`src/rtl/inst_issue_scoreboard.sv`:
```
// Single-entry instruction issue stage with a register scoreboard.
// One instruction is held. It is presented downstream only once none of its
// operands or its destination are pending in the scoreboard.
module inst_issue_scoreboard #(
    parameter int STALL_CNT_W = 16
) (
    input  logic                   clk,
    input  logic                   rst_n,
    input  logic                   in_valid_i,
    input  logic [31:0]            in_inst_i,
    output logic                   in_ready_o,
    output logic                   issue_valid_o,
    output logic [31:0]            issue_inst_o,
    input  logic                   issue_ready_i,
    input  logic                   wb_valid_i,
    input  logic [4:0]             wb_rd_i,
    input  logic                   flush_i,
    output logic                   illegal_o,
    output logic                   wb_err_o,
    output logic [31:0]            busy_regs_o,
    output logic [STALL_CNT_W-1:0] stall_cnt_o
);

    typedef enum logic [1:0] {EMPTY, HAZARD, PRESENT} state_e;

    state_e                 state_q, state_d;
    logic [31:0]            inst_q, inst_d;
    logic [31:0]            busy_q, busy_d;
    logic                   illegal_q, illegal_d;
    logic                   wb_err_q, wb_err_d;
    logic [STALL_CNT_W-1:0] stall_q, stall_d;

    // Operand class of an opcode: {legal, uses rs1, uses rs2, uses rd}.
    function automatic logic [3:0] decode(input logic [6:0] op);
        logic [3:0] cls;
        case (op)
            7'b0110011: cls = 4'b1111;
            7'b0010011: cls = 4'b1101;
            7'b0100011,
            7'b1100011: cls = 4'b1110;
            7'b0010111,
            7'b1101111: cls = 4'b1001;
            7'b0001011: cls = 4'b1000;
            default:    cls = 4'b0000;
        endcase
        return cls;
    endfunction

    // True when any used, nonzero register of the instruction is pending.
    function automatic logic hazard_check(input logic [3:0]  cls,
                                          input logic [4:0]  rs1,
                                          input logic [4:0]  rs2,
                                          input logic [4:0]  rd,
                                          input logic [31:0] busy);
        return (cls[2] && (rs1 != 5'd0) && busy[rs1]) ||
               (cls[1] && (rs2 != 5'd0) && busy[rs2]) ||
               (cls[0] && (rd  != 5'd0) && busy[rd]);
    endfunction

    logic [3:0] held_cls, in_cls;
    logic [4:0] held_rd;
    logic       handshake, accept, issue_set;
    logic       held_hazard, in_hazard;

    assign held_cls      = decode(inst_q[6:0]);
    assign in_cls        = decode(in_inst_i[6:0]);
    assign held_rd       = inst_q[11:7];
    assign issue_valid_o = (state_q == PRESENT);
    assign handshake     = issue_valid_o && issue_ready_i;
    assign in_ready_o    = !flush_i && ((state_q == EMPTY) || handshake);
    assign accept        = in_valid_i && in_ready_o;
    assign issue_set     = handshake && !flush_i && held_cls[0] && (held_rd != 5'd0);

    // Next scoreboard: writeback clears first, then an issuing rd sets (set wins).
    always_comb begin
        busy_d   = busy_q;
        wb_err_d = 1'b0;
        if (flush_i) begin
            busy_d = '0;
        end else begin
            if (wb_valid_i && (wb_rd_i != 5'd0)) begin
                if (busy_q[wb_rd_i]) begin
                    busy_d[wb_rd_i] = 1'b0;
                end else if (!(issue_set && (held_rd == wb_rd_i))) begin
                    wb_err_d = 1'b1;
                end
            end
            if (issue_set) begin
                busy_d[held_rd] = 1'b1;
            end
        end
    end

    // Hazards are judged against the next scoreboard so writebacks bypass.
    assign held_hazard = hazard_check(held_cls, inst_q[19:15], inst_q[24:20], inst_q[11:7], busy_d);
    assign in_hazard   = hazard_check(in_cls, in_inst_i[19:15], in_inst_i[24:20], in_inst_i[11:7], busy_d);

    // Hold-register state transitions, illegal drop and stall counting.
    always_comb begin
        state_d   = state_q;
        inst_d    = inst_q;
        illegal_d = 1'b0;
        stall_d   = stall_q;
        if ((state_q == HAZARD) && (stall_q != {STALL_CNT_W{1'b1}})) begin
            stall_d = stall_q + STALL_CNT_W'(1);
        end
        if (flush_i) begin
            state_d = EMPTY;
        end else begin
            if (handshake) begin
                state_d = EMPTY;
            end
            if ((state_q == HAZARD) && !held_hazard) begin
                state_d = PRESENT;
            end
            if (accept) begin
                if (in_cls[3]) begin
                    inst_d  = in_inst_i;
                    state_d = in_hazard ? HAZARD : PRESENT;
                end else begin
                    illegal_d = 1'b1;
                end
            end
        end
    end

    // All state registers, cleared asynchronously by reset.
    always_ff @(posedge clk or negedge rst_n) begin
        if (!rst_n) begin
            state_q   <= EMPTY;
            inst_q    <= '0;
            busy_q    <= '0;
            illegal_q <= 1'b0;
            wb_err_q  <= 1'b0;
            stall_q   <= '0;
        end else begin
            state_q   <= state_d;
            inst_q    <= inst_d;
            busy_q    <= busy_d;
            illegal_q <= illegal_d;
            wb_err_q  <= wb_err_d;
            stall_q   <= stall_d;
        end
    end

    assign issue_inst_o = inst_q;
    assign busy_regs_o  = busy_q;
    assign illegal_o    = illegal_q;
    assign wb_err_o     = wb_err_q;
    assign stall_cnt_o  = stall_q;

endmodule

```
`config.mk`:
```
export PLATFORM = sky130hd
export DESIGN_NAME = inst_issue_scoreboard
export DESIGN_NICKNAME = d
export VERILOG_FILES = /design/src/rtl/inst_issue_scoreboard.sv
export SDC_FILE = /design/constraint.sdc
export NUM_CORES = 1
export LEC_CHECK = 0
export CORE_MARGIN = 4
export CORE_UTILIZATION = 45
export DETAILED_ROUTE_END_ITERATION = 6
export PLACE_DENSITY = 0.69
export SKIP_LAST_GASP = 1
export SYNTH_ARGS = -nofsm -noshare
export SYNTH_HDL_FRONTEND = slang
export SYNTH_SLANG_ARGS = --single-unit
```
`constraint.sdc`:
```
create_clock -name clk -period 5.1 [get_ports clk]
set_input_delay 0.51 -clock clk [delete_from_list [all_inputs] [get_ports clk]]
set_output_delay 0.51 -clock clk [all_outputs]
set_load 0.05 [all_outputs]
```
# After elaboration in Yosys (flattened, before gate mapping)
# Index checks and enable logic that the tools add are counted.
[totals]
regBits = 84
latch_bits = 0
mem_bits_rw = 0
romBits = 0
out_inout_bits = 84
mem_count = 0
[classes]
n_addsub = 1
multipliers = 0
n_div = 0
magnitude_cmp = 9
eq_ne = 18
shifts = 0
mux = 38
bitwise = 4
n_reduce_logical = 44
[ops]
columns = ["cell", "count"]
rows = [
  ["32-bit 2-to-1 mux", 5],
  ["5-bit by 6-bit < comparator with 1-bit output, second input constant", 7],
  ["1-bit binary-select mux with 5-bit select", 7],
  ["5-bit nonzero test", 7],
  ["32-bit AND", 1],
  ["32-bit inverter", 1],
  ["32-bit OR", 1],
  ["7-bit by 5-bit equality test with 1-bit output, second input constant", 4],
  ["7-bit by 6-bit equality test with 1-bit output, second input constant", 4],
  ["7-bit equality test, second input constant", 4],
  ["1-bit logical AND", 24],
  ["4-bit one-hot mux with 5 select lines", 1],
  ["16-bit by 1-bit adder with 16-bit output, second input constant", 1],
  ["1-bit 2-to-1 mux", 16],
  ["16-bit inequality test, second input constant", 1],
  ["3-bit one-hot mux with 5 select lines", 1],
  ["7-bit by 4-bit equality test with 1-bit output, second input constant", 2],
  ["2-bit 2-to-1 mux", 6],
  ["1-bit demux with 5-bit select", 2],
  ["5-bit by 1-bit >= comparator with 1-bit output, second input constant", 2],
  ["2-bit OR reduction", 4],
  ["5-bit equality test", 1],
  ["1-bit logical OR", 5],
  ["3-bit AND reduction", 1],
  ["other kinds (5)", 6],
]

# Logic depth before layout (Yosys ltp)
# Gate-level depths: netlist of the first run.
[depth]
depth_word = 23
depth_mapped = 15
mapped_depth_nobuf = 13

# Worst setup path after synthesis of the first run
# No wires, ideal clock.
[synth_timing]
path_kind = "input-to-reg"
startpoint = "input port flush_i"
endpoint = "register state_q[1]"
t_arrival_ns = 3.724
path_slack_ns = 1.232
stages = 12
n_path_buf = 4
path_cell_list = "clkbuf_1 -> buf_1 -> buf_1 -> a211oi_1 -> nand3_1 -> clkbuf_1 -> nor3_1 -> nand3_1 -> a221oi_1 -> o211a_1 -> or3_1 -> a311oi_2"
[synth_lines]
columns = ["element", "line", "source"]
rows = [
  ["from (decl)", "17", "input logic flush_i,"],
  ["1-bit zero test", "70", "assign in_ready_o = !flush_i && ((state_q == EMPTY) || handshake);"],
  ["1-bit logical AND", "70", ""],
  ["net in_ready_o", "11", "output logic in_ready_o,"],
  ["1-bit logical AND", "71", "assign accept = in_valid_i && in_ready_o;"],
  ["2-bit 2-to-1 mux", "116", "if (accept) begin"],
  ["2-bit 2-to-1 mux", "107", "if (flush_i) begin"],
  ["net state_d[1]", "26", "state_e state_q, state_d;"],
  ["to (signal assigned)", "137", "state_q <= state_d;"],
  ["to (decl)", "26", ""],
]
# The timed path passes the listed nets, and every way through them passes these cells. The select of a mux whose other input is x is not followed.
# A chain may end at the register's enable or synchronous reset.

# Worst setup path after layout of the first run
[layout_timing]
startpoint = "input port wb_rd_i[0]"
endpoint = "register state_q[1]"
[layout_via]
elab_chain_len = 23
[layout_rtl]
columns = ["element", "line", "source"]
rows = [
  ["from (decl)", "16", "input logic [4:0] wb_rd_i,"],
  ["5-bit by 6-bit < comparator with 1-bit output (implied by the code) / 5-bit by 1-bit >= comparator with 1-bit output (equally long branches)", "83", "busy_d[wb_rd_i] = 1'b0;"],
  ["1-bit logical AND (implied by the code)", "83", ""],
  ["1-bit 2-to-1 mux (implied by the code)", "83", ""],
  ["1-bit demux with 5-bit select", "83", ""],
  ["32-bit inverter (no source line)", "-", ""],
  ["32-bit AND (no source line)", "-", ""],
  ["32-bit 2-to-1 mux", "82", "if (busy_q[wb_rd_i]) begin"],
  ["32-bit 2-to-1 mux *", "81", "if (wb_valid_i && (wb_rd_i != 5'd0)) begin"],
  ["[8 not listed]", "-", ""],
  ["1-bit logical OR", "56", "(cls[1] && (rs2 != 5'd0) && busy[rs2]) ||"],
  ["1-bit zero test", "113", "if ((state_q == HAZARD) && !held_hazard) begin"],
  ["1-bit logical AND", "113", ""],
  ["2-bit 2-to-1 mux", "113", ""],
  ["2-bit 2-to-1 mux", "117", "if (in_cls[3]) begin"],
  ["2-bit 2-to-1 mux *", "116", ""],
  ["2-bit 2-to-1 mux *", "107", ""],
  ["net state_d[1]", "26", ""],
]
# The timed path passes the listed nets; every way through them passes the cells marked *. The select of a mux whose other input is x is not followed.

==> results of run 1 <==
==> how the worst max path moves through the flow <==
stage	cells after the start	to	start
floorplan	12	state_q[1]	flush_i
global placement	12	state_q[1]	wb_rd_i[0]
detailed placement	12	state_q[1]	wb_rd_i[0]
CTS	12	state_q[1]	wb_rd_i[0]
global route	13	state_q[1]	wb_rd_i[0]
finish	12	state_q[1]	wb_rd_i[0]
==> per-stage QoR <==
step                total power [W]  utilization  std cells  hold slack, ps
floorplan                  0.001330            -        743           214.4
finish                     0.002363       0.5844       1054           68.95
global placement           0.001659       0.5634       1036           463.1
CTS                        0.002346       0.5840       1052           82.75
global route               0.002439       0.5844       1054           96.69
detailed placement         0.001656       0.5634       1036           461.3
==> synthesized netlist by cell type, drive strengths merged (11+ instances only) <==
master	number
dfrtp	84
nand2	61
nor2	53
inv	49
mux2	37
nand3	34
o21ai	32
clkbuf	30
mux2i	28
nor3	28
mux4	23
a21oi	22
buf	20
nor2b	18
a31oi	17
nand2b	15
o211ai	15
xnor2	11
==> kinds of logic (layout without fill, tap and decap cells) <==
| logic type | count (synthesis) | after routing | share of synthesized area |
|---|---|---|---|
| buf+inv | 101 | 226 | 0.06577 |
| mux | 88 | 88 | 0.1843 |
| xor+xnor | 19 | 19 | 0.02478 |
| simple gates | 267 | 267 | 0.2038 |
| compound gates | 183 | 183 | 0.2064 |
| fa+ha+maj | 1 | 1 | 0.001863 |
| flops | 84 | 84 | 0.3130 |
| other cells | 0 | 2 | 0 |
==> power by group <==
part	total [W]	switching (W)	internal (W)
clock	0.000688	0.000303	0.000385
sequential	0.000833	0.000113	0.000721
combinational	0.000841	0.000556	0.000286
==> registers in the layout, summed over array words and instances, names as in the netlist <==
signal / cells
state_q: 2
stall_cnt_o: 16
wb_err_o: 1
busy_regs_o: 32
issue_inst_o: 32
illegal_o: 1
==> cell type report <==
class	count	area, µm²	area share
Multi-Input combinational cell	558	4177	0.4899
Sequential cell	84	2102	0.2466
Timing Repair Buffer	159	1519	0.1782
Tap cell	184	230.2	0.02700
Clock buffer	10	229.0	0.02686
Inverter	51	191.4	0.02245
Clock inverter	6	72.57	0.008512
Antenna cell	2	5.005	0.0005870
==> cell usage in the layout, fill, tap and decap left out, types with 9 or more instances in the layout <==
cell type,Yosys,routed
and3_1,10,10
nor3_1,28,28
xnor2_1,11,11
clkdlybuf4s50_1,0,125
mux2_2,37,37
buf_4,1,33
a22oi_1,9,9
nor2b_1,18,18
mux2i_1,28,28
nor2_1,51,51
clkbuf_16,0,9
nand2b_1,14,14
dfrtp_1,84,84
inv_1,46,46
nand3_1,34,33
o221ai_1,10,10
a31oi_1,15,15
o211ai_1,15,15
nand2_1,61,61
o21ai_0,23,23
mux4_2,17,17
a21oi_1,21,21
==> routing by layer <==
layer  vias up  share of wire  GRT usage
met5         -              0          0
met4         0          0.046     0.1443
met3       111           0.11    0.08146
met2       581           0.44     0.4961
met1      3504           0.40     0.4791
li1       3039              -          -
==> metrics.csv, run 1 <==
stage,metric,value,unit
cts,htree_levels,3,
routing,wl_per_cell,27.17,µm
floorplanning,die-area,16940,µm²
sta,final_max_slew_viol_count,0,
finish,n_fill_cell,1268,
cts,cts_tree,yes,
worst_setup_path,reg2reg_depth,12,
cts,clk_latency,360,ps
logic_synthesis,synth_cells,743,
floorplanning,core-area,14590,µm²
global_routing,grt_pass1_vias,6851,
global_routing,grt_max_degree,59,
worst_setup_path,reg2reg_slack,960,ps
global_routing,grt-ovfl-total,0,
sta,worst_pin_slew,980.5,ps
worst_setup_path,critPathRequiredTime,5360,ps
sta,fin_skew,11.60,ps
logic_synthesis,synth.avg_cell_area,9.038,µm²
global_routing,antenna_found_initial,1,
cts,clk_pin_slew,80,ps
logic_synthesis,yosysSeqAreaShare,0.3130,
worst_setup_path,worst-setup-path-type,in2reg,
cts,cts.path.max_buffers,2,
sta,rsz0062_at_grt,false,
finish,area_growth,26.96,%
worst_setup_path,path_buf_inv,1,
floorplanning,rows,44,
worst_setup_path,r2r-start,state_q[0],
routing,drtPass1Iterations,6,
worst_setup_path,end_kind,flip-flop,
logic_synthesis,synth_warnings,0,
cts,numCtsBuffers,9,
logic_synthesis,synth_edf_count,0,
sta,finalCritPeriodShare,0.8828,
floorplanning,die_w,130.2,µm
floorplanning,start_util,0.4603,
power_and_ir_drop,p_leak,3.463,nW
job,maxCapViolCount,0,
global_routing,grt_usage,0.3390,
logic_synthesis,synth.net_count,787,
routing,drcViolationCount,0,
sta,relSlewSlack,0.3294,
finish,drive_gt1_frac,0.1509,
sta,period_needed,4502,ps
worst_setup_path,path_cells,clkdlybuf4s50_1 > nor2b_1 > a22o_1 > o31ai_4 > o21ai_1 > o31ai_2 > mux4_2 > mux2i_1 > a2111oi_0 > nor4_1 > or3_1 > a311oi_2,
worst_setup_path,crit_family,compound AO/OA/AOI/OAI gates,
sta,setup_slack,597.7,ps
routing,drt_first_iter_violations,1238,
worst_setup_path,cpPeakStageDelay,730,ps
cts,ctsHoldBuffers,0,
logic_synthesis,synthesis.area,6715,µm²
worst_setup_path,worstPathMaxFanout,11,
routing,antenna_left,0,
sta,setup-violations-final,0,
logic_synthesis,synth-seq-cells,84,
cts,post-cts-setup-buffers,0,
placed_design,gp_congestion,1.079,
logic_synthesis,async_reset_ff_frac,1.000,
cts,clock-root-buffer,clkbuf_16,
logic_synthesis,synth.area.top_cells,"dfrtp_1 (31%), mux2_2 (6.2%), mux4_2 (5.7%), mux2i_1 (4.2%), nand2_1 (3.4%)",
placed_design,hpwl,21730,µm
sta,timing.setup.tns,0,ps
routing,route.vias.total,7235,
worst_setup_path,cp-start-kind,input port,
worst_setup_path,r2r_end,state_q[1],
worst_setup_path,cp.arrival,4760,ps
logic_synthesis,synth_top_area_share,0.3130,
cts,cts_resized,0,
placed_design,portBuffers,126,
sta,hold_viol_final,0,
global_routing,grt_pass1_wl,42790,µm
cts,clock_sinks,84,
placed_design,detailedPlace.worstSlack,398.3,ps
logic_synthesis,synth_area_leader_cell,dfrtp_1,
floorplanning,fp.dieH,130.2,µm
worst_hold_path,min_path_type,in2async,
finish,nets,907,
worst_setup_path,slowest_stage,o31ai_2,
routing,finalWirelength,28630,µm
placed_design,placed_cell_area,8219,µm²
routing,viasPerCell,6.864,
logic_synthesis,yosys.cell_types.count,85,
sta,fmax,0.2221,GHz
power_and_ir_drop,vdd_drop_max,0.2225,mV
power_and_ir_drop,pwr_density_cell,277.2,nW/µm²
finish,final_cell_area,8526,µm²
floorplanning,ios,127,
outcome,status,completed,
logic_synthesis,synth_ff_type,dfrtp_1,
Note: power is estimated with default switching activity, not from simulation.
==> run 2, diff against run 1 <==
- CORE_UTILIZATION: 45 -> 58
- PLACE_DENSITY: 0.69 -> 0.86
==> run 2 against run 1 <==
  * Critical path depth grew 3
  * Utilization grew 15 points
  * The run now ends with DRC left
  * Via count grew 1.9%
  * Largest cell class unchanged
  * First-iteration DRC count grew 15%
  * Non-clock buffer count shrank 8
  * Worst hold slack lost 59 ps
  * Register-to-register slack lost 250 ps
  * Critical endpoint unchanged
  * Die area shrank 21%
==> metrics.csv, run 2 (same netlist as run 1, synthesis figures left out) <==
stage,metric,value,unit
routing,antenna_left,0,
placed_design,detailedPlace.worstSlack,382.6,ps
placed_design,hpwl,20330,µm
worst_setup_path,critPathRequiredTime,5310,ps
global_routing,grt-ovfl-total,0,
routing,finalWirelength,27320,µm
sta,whs,9.548,ps
finish,drive_gt1_frac,0.1419,
sta,setup-violations-final,0,
worst_setup_path,reg2reg_slack,710,ps
power_and_ir_drop,p_leak,3.427,nW
power_and_ir_drop,vdd_drop_max,0.3969,mV
routing,drcViolationCount,5,
sta,final_max_slew_viol_count,0,
routing,viasPerCell,7.345,
floorplanning,die-area,13360,µm²
sta,timing.setup.tns,0,ps
worst_hold_path,min_path_type,in2async,
cts,ctsHoldBuffers,0,
floorplanning,die_w,115.6,µm
sta,finalCritPeriodShare,0.9170,
sta,relSlewSlack,0.4084,
sta,setup_slack,423.1,ps
routing,drt_first_iter_violations,1425,
floorplanning,start_util,0.5906,
cts,clk_pin_slew,70,ps
global_routing,antenna_found_initial,0,
finish,layout_commonest_cell,clkdlybuf4s50_1,
placed_design,placed_cell_area,8103,µm²
cts,clock-root-buffer,clkbuf_16,
cts,cts_tree,yes,
routing,route.vias.total,7374,
floorplanning,rows,39,
power_and_ir_drop,power.net_switching,0.0009552,W
cts,cts.path.max_buffers,2,
sta,period_needed,4677,ps
global_routing,grt_pass1_wl,41070,µm
worst_setup_path,cp.arrival,4890,ps
worst_setup_path,cp-start-kind,input port,
job,maxCapViolCount,0,
worst_setup_path,r2r_end,state_q[1],
outcome,violations,DRC,
cts,post-cts-setup-buffers,0,
finish,final_cell_mix,"clkdlybuf4s50_1 (125), dfrtp_1 (84), nand2_1 (61)",
sta,hold_viol_final,0,
placed_design,portBuffers,126,
floorplanning,fp.dieH,115.6,µm
cts,htree_levels,3,
cts,clock_sinks,84,
sta,worst_pin_slew,865.1,ps
worst_setup_path,worst-setup-path-type,in2reg,
floorplanning,ios,127,
worst_setup_path,r2r-start,issue_inst_o[4],
cts,cts_resized,0,
worst_setup_path,worstPathMaxFanout,25,
sta,fin_skew,13.62,ps
routing,wl_per_cell,27.21,µm
power_and_ir_drop,pwr_density_cell,278.6,nW/µm²
power_and_ir_drop,power_switching_share,0.4083,
outcome,status,"finished, violations left",
routing,drtPass1Iterations,7,
cts,clk_latency,360,ps
power_and_ir_drop,combinationalPowerShare,0.357,
global_routing,grt_max_degree,69,
finish,final_cell_area,8398,µm²
floorplanning,core-area,11370,µm²
power_and_ir_drop,p_int,0.001384,W
placed_design,gp_congestion,1.055,
power_and_ir_drop,p_seq_frac,0.355,
worst_setup_path,reg2reg_depth,12,
finish,nets,899,
power_and_ir_drop,clkPwrFrac,0.288,
global_routing,grt_usage,0.4090,
global_routing,grt_pass1_vias,7142,
power_and_ir_drop,power,0.002340,W
sta,rsz0062_at_grt,false,
finish,area_growth,25.06,%
sta,fmax,0.2138,GHz
worst_setup_path,end_kind,flip-flop,
cts,numCtsBuffers,9,
-- run 2: metal layers --
layer | vias up | track usage | share of wire | wire length (µm)
met1 | 3473 | 0.5362 | 0.36 | 9730
met3 | 194 | 0.1326 | 0.15 | 4049
met5 | - | 0 | 0 | 0
li1 | 3021 | - | - | -
met4 | 0 | 0.2410 | 0.068 | 1866
met2 | 686 | 0.5922 | 0.43 | 11670
-- run 2: worst max-delay path by stage --
stage	startpoint	end	slack [ps]	cells after the start
global placement	wb_rd_i[1]	state_q[1]	460	15
floorplan	flush_i	state_q[1]	1230	12
CTS	wb_rd_i[1]	state_q[1]	730	14
global route	wb_rd_i[1]	state_q[1]	450	15
detailed placement	wb_rd_i[1]	state_q[1]	380	14
finish	wb_rd_i[1]	state_q[1]	420	15
-- run 2: power by group through the flow --
stage | combinational, W | clock (W) | sequential (W)
after floorplan | 0.000353 | 0 | 0.000977
after global placement | 0.000802 | 0 | 0.000826
after detailed placement | 0.000810 | 0 | 0.000833
after CTS | 0.000814 | 0.000676 | 0.000821
after global routing | 0.000865 | 0.000700 | 0.000835
final | 0.000835 | 0.000674 | 0.000830
-- run 2: final cells by class --
cell class                      count  area, µm²
Clock inverter                      6      63.81
Sequential cell                    84       2102
Inverter                           51      191.4
Timing Repair Buffer              151       1459
Multi-Input combinational cell    558       4172
Fill cell                         848       2972
Clock buffer                       10      229.0
Antenna cell                        1      2.502
Tap cell                          143      178.9
-- run 2: per-stage QoR --
| stage | std cells | utilization |
|---|---|---|
| 2_1_floorplan | 743 | - |
| 3_3_place_gp | 987 | 0.7127 |
| 3_5_place_dp | 987 | 0.7127 |
| 4_1_cts | 1003 | 0.7384 |
| 5_1_grt | 1003 | 0.7384 |
| 6_report | 1004 | 0.7386 |
-- run 2: critical path, stage by stage --
cell	delay [ps]
clkdlybuf4s50_1	510
buf_12	190
mux2_2	360
a2bb2oi_1	150
nand3_1	140
o31ai_4	130
buf_4	200
o211ai_1	490
nand2_1	300
mux4_2	540
a2111oi_0	720
buf_4	220
o2111a_1	190
or4b_1	140
a311oi_2	100
